File: src/rtl/ixc_mem_resp_pkg.sv
// ixc_mem_resp_pkg
// Shared types and constants for the memory-call responder.
//   state_e     : responder FSM states (IDLE, ACCESS, RESP)
//   req_entry_t : one queued request {we, addr, data, tag} at the default widths
//   STATE_W     : width of the state encoding
//   entry_width : packed width of a request entry for arbitrary DW/AW/TW
package ixc_mem_resp_pkg;

  localparam int STATE_W = 2;

  typedef enum logic [STATE_W-1:0] {
    IDLE   = 2'd0,
    ACCESS = 2'd1,
    RESP   = 2'd2
  } state_e;

  localparam int DEF_DW = 32;
  localparam int DEF_AW = 4;
  localparam int DEF_TW = 1;

  // Field order here is the same order the FIFO vector is packed in:
  // we in the MSB, tag in the LSBs.
  typedef struct packed {
    logic              we;
    logic [DEF_AW-1:0] addr;
    logic [DEF_DW-1:0] data;
    logic [DEF_TW-1:0] tag;
  } req_entry_t;

  function automatic int entry_width(input int dw, input int aw, input int tw);
    return 1 + aw + dw + tw;
  endfunction

endpackage

File: src/rtl/ixc_mem_resp_fifo.sv
// ixc_mem_resp_fifo
// QD-entry request queue holding packed {we, addr, data, tag} vectors.
// Ports:
//   clk, rst        : clock, synchronous active-high reset (pointers only)
//   push_i, wr_data_i : write one entry (ignored while full)
//   pop_i           : retire the head entry (ignored while empty)
//   rd_data_o       : current head entry (combinational view)
//   full_o, empty_o : occupancy flags from registered pointers
module ixc_mem_resp_fifo
  import ixc_mem_resp_pkg::*;
#(
  parameter int DW = 32,
  parameter int AW = 4,
  parameter int TW = 1,
  parameter int QD = 4,
  localparam int EW = entry_width(DW, AW, TW)
) (
  input  logic          clk,
  input  logic          rst,
  input  logic          push_i,
  input  logic [EW-1:0] wr_data_i,
  input  logic          pop_i,
  output logic [EW-1:0] rd_data_o,
  output logic          full_o,
  output logic          empty_o
);

  // One extra pointer bit distinguishes full from empty; wraps mod 2*QD.
  localparam int PW = $clog2(QD) + 1;

  logic [EW-1:0] slot_q [QD];
  logic [PW-1:0] wptr_q;
  logic [PW-1:0] rptr_q;

  assign full_o  = (wptr_q[PW-1] != rptr_q[PW-1]) &&
                   (wptr_q[PW-2:0] == rptr_q[PW-2:0]);
  assign empty_o = (wptr_q == rptr_q);
  assign rd_data_o = slot_q[rptr_q[PW-2:0]];

  always_ff @(posedge clk) begin
    if (rst) begin
      wptr_q <= '0;
      rptr_q <= '0;
    end else begin
      if (push_i && !full_o) wptr_q <= wptr_q + PW'(1);
      if (pop_i && !empty_o) rptr_q <= rptr_q + PW'(1);
    end
  end

  // Storage is not reset; stale slots are never visible past the pointers.
  always_ff @(posedge clk) begin
    if (push_i && !full_o) slot_q[wptr_q[PW-2:0]] <= wr_data_i;
  end

endmodule

File: src/rtl/ixc_mem_resp.sv
// ixc_mem_resp
// Responder end of the memory-call channel. Queues s2h read/write calls,
// services them in order against a local word-addressed memory and returns
// an h2s response that is held until acknowledged.
// Ports:
//   clk, rst                        : clock, synchronous active-high reset
//   s2h_notify/we/addr/data/tag     : incoming call (one per notify cycle)
//   s2h_busy                        : queue full, a call this cycle is dropped
//   h2s_notify/wr/data/tag, h2s_ack : response handshake
//   ovf                             : sticky, a call arrived while busy
//   req_cnt                         : accepted-call count (saturating)
// Build option: define IXC_MEM_RESP_STATS_EN to enable req_cnt; otherwise
// it is tied to zero and the counter is not built.
module ixc_mem_resp
  import ixc_mem_resp_pkg::*;
#(
  parameter int DW = 32,
  parameter int AW = 4,
  parameter int TW = 1,
  parameter int QD = 4
) (
  input  logic          clk,
  input  logic          rst,
  input  logic          s2h_notify,
  input  logic          s2h_we,
  input  logic [AW-1:0] s2h_addr,
  input  logic [DW-1:0] s2h_data,
  input  logic [TW-1:0] s2h_tag,
  output logic          s2h_busy,
  output logic          h2s_notify,
  output logic          h2s_wr,
  output logic [DW-1:0] h2s_data,
  output logic [TW-1:0] h2s_tag,
  input  logic          h2s_ack,
  output logic          ovf,
  output logic [15:0]   req_cnt
);

  localparam int EW = entry_width(DW, AW, TW);

  state_e        state_q, state_d;
  logic          push;
  logic          pop;
  logic          fifo_full;
  logic          fifo_empty;
  logic [EW-1:0] push_data;
  logic [EW-1:0] head_data;
  logic [EW-1:0] hold_q;

  logic          h2s_wr_q;
  logic [DW-1:0] h2s_data_q;
  logic [TW-1:0] h2s_tag_q;
  logic          ovf_q;

  logic [DW-1:0] mem_q [2**AW];

  // Unpacked view of the request currently being serviced.
  logic          hold_we;
  logic [AW-1:0] hold_addr;
  logic [DW-1:0] hold_data;
  logic [TW-1:0] hold_tag;

  assign hold_we   = hold_q[EW-1];
  assign hold_addr = hold_q[TW+DW +: AW];
  assign hold_data = hold_q[TW +: DW];
  assign hold_tag  = hold_q[0 +: TW];

  assign push      = s2h_notify && !fifo_full;
  assign push_data = {s2h_we, s2h_addr, s2h_data, s2h_tag};

  ixc_mem_resp_fifo #(
    .DW(DW),
    .AW(AW),
    .TW(TW),
    .QD(QD)
  ) u_fifo (
    .clk       (clk),
    .rst       (rst),
    .push_i    (push),
    .wr_data_i (push_data),
    .pop_i     (pop),
    .rd_data_o (head_data),
    .full_o    (fifo_full),
    .empty_o   (fifo_empty)
  );

  // Pop happens on the transition into ACCESS, so a waiting request is
  // picked up straight from RESP without a detour through IDLE.
  always_comb begin
    state_d = state_q;
    pop     = 1'b0;
    case (state_q)
      IDLE: begin
        if (!fifo_empty) begin
          pop     = 1'b1;
          state_d = ACCESS;
        end
      end
      ACCESS: state_d = RESP;
      RESP: begin
        if (h2s_ack) begin
          if (!fifo_empty) begin
            pop     = 1'b1;
            state_d = ACCESS;
          end else begin
            state_d = IDLE;
          end
        end
      end
      default: state_d = IDLE;
    endcase
  end

  always_ff @(posedge clk) begin
    if (rst) begin
      state_q    <= IDLE;
      hold_q     <= '0;
      h2s_wr_q   <= 1'b0;
      h2s_data_q <= '0;
      h2s_tag_q  <= '0;
      ovf_q      <= 1'b0;
    end else begin
      state_q <= state_d;
      if (pop) hold_q <= head_data;
      if (s2h_notify && fifo_full) ovf_q <= 1'b1;
      // Response fields only change in ACCESS, which keeps them stable
      // for the whole time RESP waits on an ack.
      if (state_q == ACCESS) begin
        h2s_wr_q   <= hold_we;
        h2s_tag_q  <= hold_tag;
        h2s_data_q <= hold_we ? '0 : mem_q[hold_addr];
      end
    end
  end

  // Memory contents survive reset.
  always_ff @(posedge clk) begin
    if (state_q == ACCESS && hold_we) mem_q[hold_addr] <= hold_data;
  end

  assign s2h_busy   = fifo_full;
  assign h2s_notify = (state_q == RESP);
  assign h2s_wr     = h2s_wr_q;
  assign h2s_data   = h2s_data_q;
  assign h2s_tag    = h2s_tag_q;
  assign ovf        = ovf_q;

`ifdef IXC_MEM_RESP_STATS_EN
  logic [15:0] req_cnt_q;

  always_ff @(posedge clk) begin
    if (rst) begin
      req_cnt_q <= '0;
    end else if (push && req_cnt_q != 16'hFFFF) begin
      req_cnt_q <= req_cnt_q + 16'd1;
    end
  end

  assign req_cnt = req_cnt_q;
`else
  assign req_cnt = '0;
`endif

endmodule

File: config.mk
export PLATFORM = sky130hd
export DESIGN_NAME = ixc_mem_resp
export DESIGN_NICKNAME = d
export VERILOG_FILES = /design/src/rtl/ixc_mem_resp_pkg.sv /design/src/rtl/ixc_mem_resp_fifo.sv /design/src/rtl/ixc_mem_resp.sv
export SDC_FILE = /design/constraint.sdc
export NUM_CORES = 1
export LEC_CHECK = 0
export CAP_MARGIN = 20
export CORE_ASPECT_RATIO = 1.5
export CORE_MARGIN = 5
export CORE_UTILIZATION = 50
export DETAILED_ROUTE_END_ITERATION = 8
export GPL_TIMING_DRIVEN = 0
export PLACE_DENSITY = 0.81
export SLEW_MARGIN = 10
export SYNTH_ARGS = -nofsm -noshare
export SYNTH_HDL_FRONTEND = slang
export SYNTH_SLANG_ARGS = --single-unit
export TNS_END_PERCENT = 5
File: constraint.sdc
create_clock -name clk -period 4.1 [get_ports clk]
set_input_delay 0.615 -clock clk [delete_from_list [all_inputs] [get_ports clk]]
set_output_delay 0.615 -clock clk [all_outputs]
set_load 0.1 [all_outputs]
### Word-level counts from Yosys, hierarchy flattened

Memories as Yosys holds them, arrays and structs flattened. A register that Yosys moved wholly into a read port is not among the register bits.
Index checks and enable logic that the tools add are counted.

* reductions and logical operators: 10
* equality and inequality tests: 7
* add/sub/neg operators: 2
* mux-type cells: 12

Operators by type and width (count)
* $mux 32: 1
* $mux 1: 7
* $add 3x1->3 const B: 2
* $logic_and 1x1->1: 6
* $pmux 2 s3: 1
* $mux 2: 2
* $eq 3x3->1: 1
* $eq 2x1->1 const B: 1
* $eq 2x2->1: 1
* $eq 2x2->1 const B: 1
* $logic_not 1->1: 2
* $logic_not 2->1: 1
* $ne 2x1->1 const B: 1
* $ne 2x2->1 const B: 1
* $pmux 1 s2: 1
* $reduce_and 2->1: 1
* $ne 1x1->1: 1

* bits in writable memories: 664
* word-level logic and storage cells: 40
* output and inout port bits: 53
* bits in registers: 43
* memories: 2
* input bits: 42

Memory list
* mem_q: words 16, width 32, read ports 1, clocked after memory_dff 0, wr ports 1, line ixc_mem_resp.sv:55 `logic [DW-1:0] mem_q [2**AW];`
* u_fifo.slot_q: words 4, width 38, read ports 1, clocked after memory_dff 1, wr ports 1, line ixc_mem_resp_fifo.sv:31 `logic [EW-1:0] slot_q [QD];`

### Longest topological paths before layout

* word-level depth: 7
* gate-level depth with buffers: 6
* gate-level depth less buffers: 4

### Hierarchy

Synthesis repeated with hierarchy kept, for this count alone.

* cells, all modules: 1441
* area total of the unflattened synthesis: 28234.6 sq um

By module, submodules not included
* ixc_mem_resp: instances 1, area each 22187.5 sq um, cells each 1175, seq. area each 16956.3 sq um
* ixc_mem_resp_fifo: instances 1, area each 6047.0 sq um, cells each 266, seq. area each 4724.5 sq um

### Least setup slack after synthesis

Ideal clock, no wire load.

* path type: reg2reg
* from: reg u_fifo.wptr_q[1]
* to: mem u_fifo.slot_q[0][0] (netlist bit), enable pin
* cell stages (with the launch flop): 5
* data required time: 3.667 ns
* arrival: 3.572 ns
* buffers on the path: 0
* clock period less this slack: 4.005 ns
* slack: 0.095 ns
* library setup time: 0.433 ns
* path through: dfxtp_1 xor2_1 nor3_1 nor2b_1 and2_1

* word-level cells in the longest chain between the ends: 7

RTL lines
* start: declaration: line ixc_mem_resp_fifo.sv:32 `logic [PW-1:0] wptr_q;`
* start signal: assignment: line ixc_mem_resp_fifo.sv:45 `if (push_i && !full_o) wptr_q <= wptr_q + PW'(1);`
* $eq 2x2->1 (*): line ixc_mem_resp_fifo.sv:36 `(wptr_q[PW-2:0] == rptr_q[PW-2:0]);`
* $logic_and 1x1->1 (*): line ixc_mem_resp_fifo.sv:35 `assign full_o = (wptr_q[PW-1] != rptr_q[PW-1]) &&`
* via s2h_busy: line ixc_mem_resp.sv:29 `output logic s2h_busy,`
* $logic_not 1->1 (*): line ixc_mem_resp_fifo.sv:52, ixc_mem_resp.sv:68
* $logic_and 1x1->1: line ixc_mem_resp.sv:68 `assign push = s2h_notify && !fifo_full;`
* $logic_and 1x1->1 (*): line ixc_mem_resp_fifo.sv:52 `if (push_i && !full_o) slot_q[wptr_q[PW-2:0]] <= wr_data_i;`
* $mux 1 (*): line ixc_mem_resp_fifo.sv:52
* $mux 1 (implied by the code) (*): line ixc_mem_resp_fifo.sv:52
* end: declaration: line ixc_mem_resp_fifo.sv:31

Mark *: on every way through the listed nets, which the timed path passes. The rest lies on a longest branch.

### Final worst setup path

* from: reg u_fifo.wptr_q[1]
* to: out s2h_busy

* word-level cells in the longest chain between the ends: 2

RTL lines (line)
* $eq 2x2->1: ixc_mem_resp_fifo.sv:36
* $logic_and 1x1->1: ixc_mem_resp_fifo.sv:35
* end: declaration: ixc_mem_resp.sv:29

Every way passes these cells.

==> results_dict.tcl <==
set metrics [dict create \
    rows 105 \
    power.density_mw_per_mm2 634 \
    dp_hpwl_mm 39.2 \
    cts_resized 0 \
    vias 13600 \
    slew_headroom 0.261 \
    synthArstFlopShare 0 \
    tns_ps 0 \
    cts_hold_buf 0 \
    wl_per_cell_um 27.0 \
    layout_min_cycle_time_ps 3580 \
    nNetsFinal 1552 \
    synth_edf_count 664 \
    drive_gt1_frac 0.241 \
    die_h_um 298 \
    ys_seq_area_frac 0.779 \
    cts_sinks 745 \
    yosysUniqueCellTypes 35 \
    tightest_slew_ps 1100 \
    cts_made_buffers 58 \
    cts_buffer_depth 3 \
    hold_path.class "flip-flop to flip-flop" \
    drc 0 \
    setup_violations 0 \
    htree_num_levels 2 \
    critical_path.cell_chain "xor2_1 -> nor3_1 -> clkdlybuf4s50_1" \
    grt_pass1_wl_mm 92.1 \
    p_total_uw 20300 \
    drtAntennaViolNets 0 \
    worstSetupEndpointType "output port" \
    crit_path_start_kind "flip-flop" \
    cts_tree "built" \
    insertion_delay_ps 600 \
    slowest_stage "clkdlybuf4s50_1" \
    path_class "flip-flop to output port" \
    setup_slack_ps 516 \
    die_x_um 202 \
    cp_top_family "buffers and inverters" \
    grt_max_degree 25 \
    layout_common_cells "664 x edfxtp_1, 166 x mux4_2, 115 x nand2_1, 81 x dfxtp_1, 77 x clkdlybuf4s50_1" \
    yosysTopAreaCell "edfxtp_1" \
    worst_ep_arrival_time_ps 2970 \
    required_ps 3480 \
    firstDrtPassIters 5 \
    clk_pin_slew_ps 70 \
    slew_violations 0 \
    place_congestion 0.753 \
    wirelength_mm 60.8 \
    antenna_found_initial 1 \
    synth_seq_cells 745 \
    clock_skew_ps 13.7 \
    syn_to_final_growth_pct 15.7 \
    cp_num_buf_inv 1 \
    fmax_mhz 279 \
    vias_per_cell 6.04 \
    slowest_delay_ps 1240 \
    grt_remaining_overflow 0 \
    grt_pass1_vias 14800 \
    io_pins 95 \
    layout_commonest_cell "edfxtp_1" \
    synthFlopType "edfxtp_1" \
    rsz0062_at_grt "no" \
    synth_top_cell_area_share 0.720 \
    syn_area_sq_mm 0.0277 \
    timing.final.crit_share 0.874 \
    fp.coreArea_sq_mm 0.0548 \
    cts-root-buf "clkbuf_16" \
    outcome "finished clean" \
    post-place-ws_ps 715 \
    avgSynthCellArea_sq_um 21.0 \
    hold_violations 0 \
    worst_ir_drop_vdd_mv 0.437 \
    crit_path_max_fanout 5 \
    syn_inst 1321 \
    p_leak_uw 0.0102 \
    floorplan.initialDensity 0.505 \
    grt.total_usage 0.203 \
    drtIter0Drc 1260 \
    post_cts_buffers 0 \
    portBuffers 77 \
    yosysWarnings 0 \
    ys_top_cells_by_area "edfxtp_1 72%, mux4_2 14%, dfxtp_1 5.9%, nand2_1 1.6%, mux2i_1 1.2%" \
    maxCapViolations 0 \
    dieArea_sq_mm 0.0603 \
]
-- through the flow --
stage	util	instances	hold WS, ps	cell area (sq um)
finish	0.585	2251	462	32000
global route	0.585	2251	504	32000
CTS	0.585	2250	462	32000
detailed placement	0.548	2140	450	30000
global placement	0.536	2108	443	29400
floorplan	-	1336	432	27700
-- cells in the mapped netlist, drive strengths merged (20+ instances only) --
| cell type | count |
|---|---|
| a22oi | 32 |
| a21oi | 44 |
| nand2 | 115 |
| dfxtp | 81 |
| mux4 | 166 |
| edfxtp | 664 |
| o211ai | 32 |
| nor2 | 20 |
| clkbuf | 23 |
| mux2i | 33 |
| buf | 64 |
-- worst paths after layout --
path | endpoint | depth (start not counted) | slack [ps] | start
worst max-delay path | s2h_busy | 3 | 520 | u_fifo.wptr_q[1]
worst min-delay path | hold_q[0] | 2 | 460 | hold_q[0]
worst max register to register | mem_q[3][15] | 8 | 600 | hold_q[34]
worst min register to register | hold_q[0] | 2 | 460 | hold_q[0]
-- final cells by class --
cell class / count / area, sq um
tap: 695 / 870
antenna: 1 / 2.50
clock buffer: 91 / 1770
timing repair buffer: 109 / 1310
buffer: 87 / 489
clock inverter: 19 / 228
inverter: 5 / 18.8
fill: 3582 / 22800
multi-input combinational: 499 / 5780
sequential: 745 / 21600
-- registers in the layout, indices dropped and copies added, names as in the netlist --
register       flops
mem_q            512
u_fifo.slot_q    152
h2s_wr             1
h2s_tag            1
h2s_data          32
u_fifo.rptr_q      3
u_fifo.wptr_q      3
hold_q            38
state_q            2
ovf                1
-- worst register-to-register path, cell delays in order, from the launching register on --
cell	delay, ps
dfxtp_1	310
buf_4	170
buf_2	260
buf_1	610
nand4_1	540
nor3_2	650
buf_6	240
buf_4	240
buf_6	190
-- where the power goes --
part           switching [uW]  internal [uW]
Clock                    2520           3280
Combinational            2790           1770
Sequential                707           9230
-- logic make-up (layout without fill, tap and decap cells) --
kind of cell / after synthesis / in the layout / synth area share
flip-flops: 745 / 745 / 0.779
multiplexers: 199 / 199 / 0.147
AND/OR/NAND/NOR: 159 / 159 / 0.0241
AO/OA/AOI/OAI: 113 / 113 / 0.0270
buffers and inverters: 92 / 311 / 0.0184
XOR/XNOR: 7 / 7 / 0.00221
adder cells (fa/ha/maj): 5 / 5 / 0.00226
other: 1 / 17 / 0.000135
-- metal layers --
layer  vias up  GRT usage  wire length (um)
met5         -          0                 0
met4         0     0.0852              2680
met3       146     0.0312              4070
met2       689      0.378             33700
met1      7039      0.232             20400
li1       5730          -                 -
No activity file was read; power rests on OpenSTA's default activity.
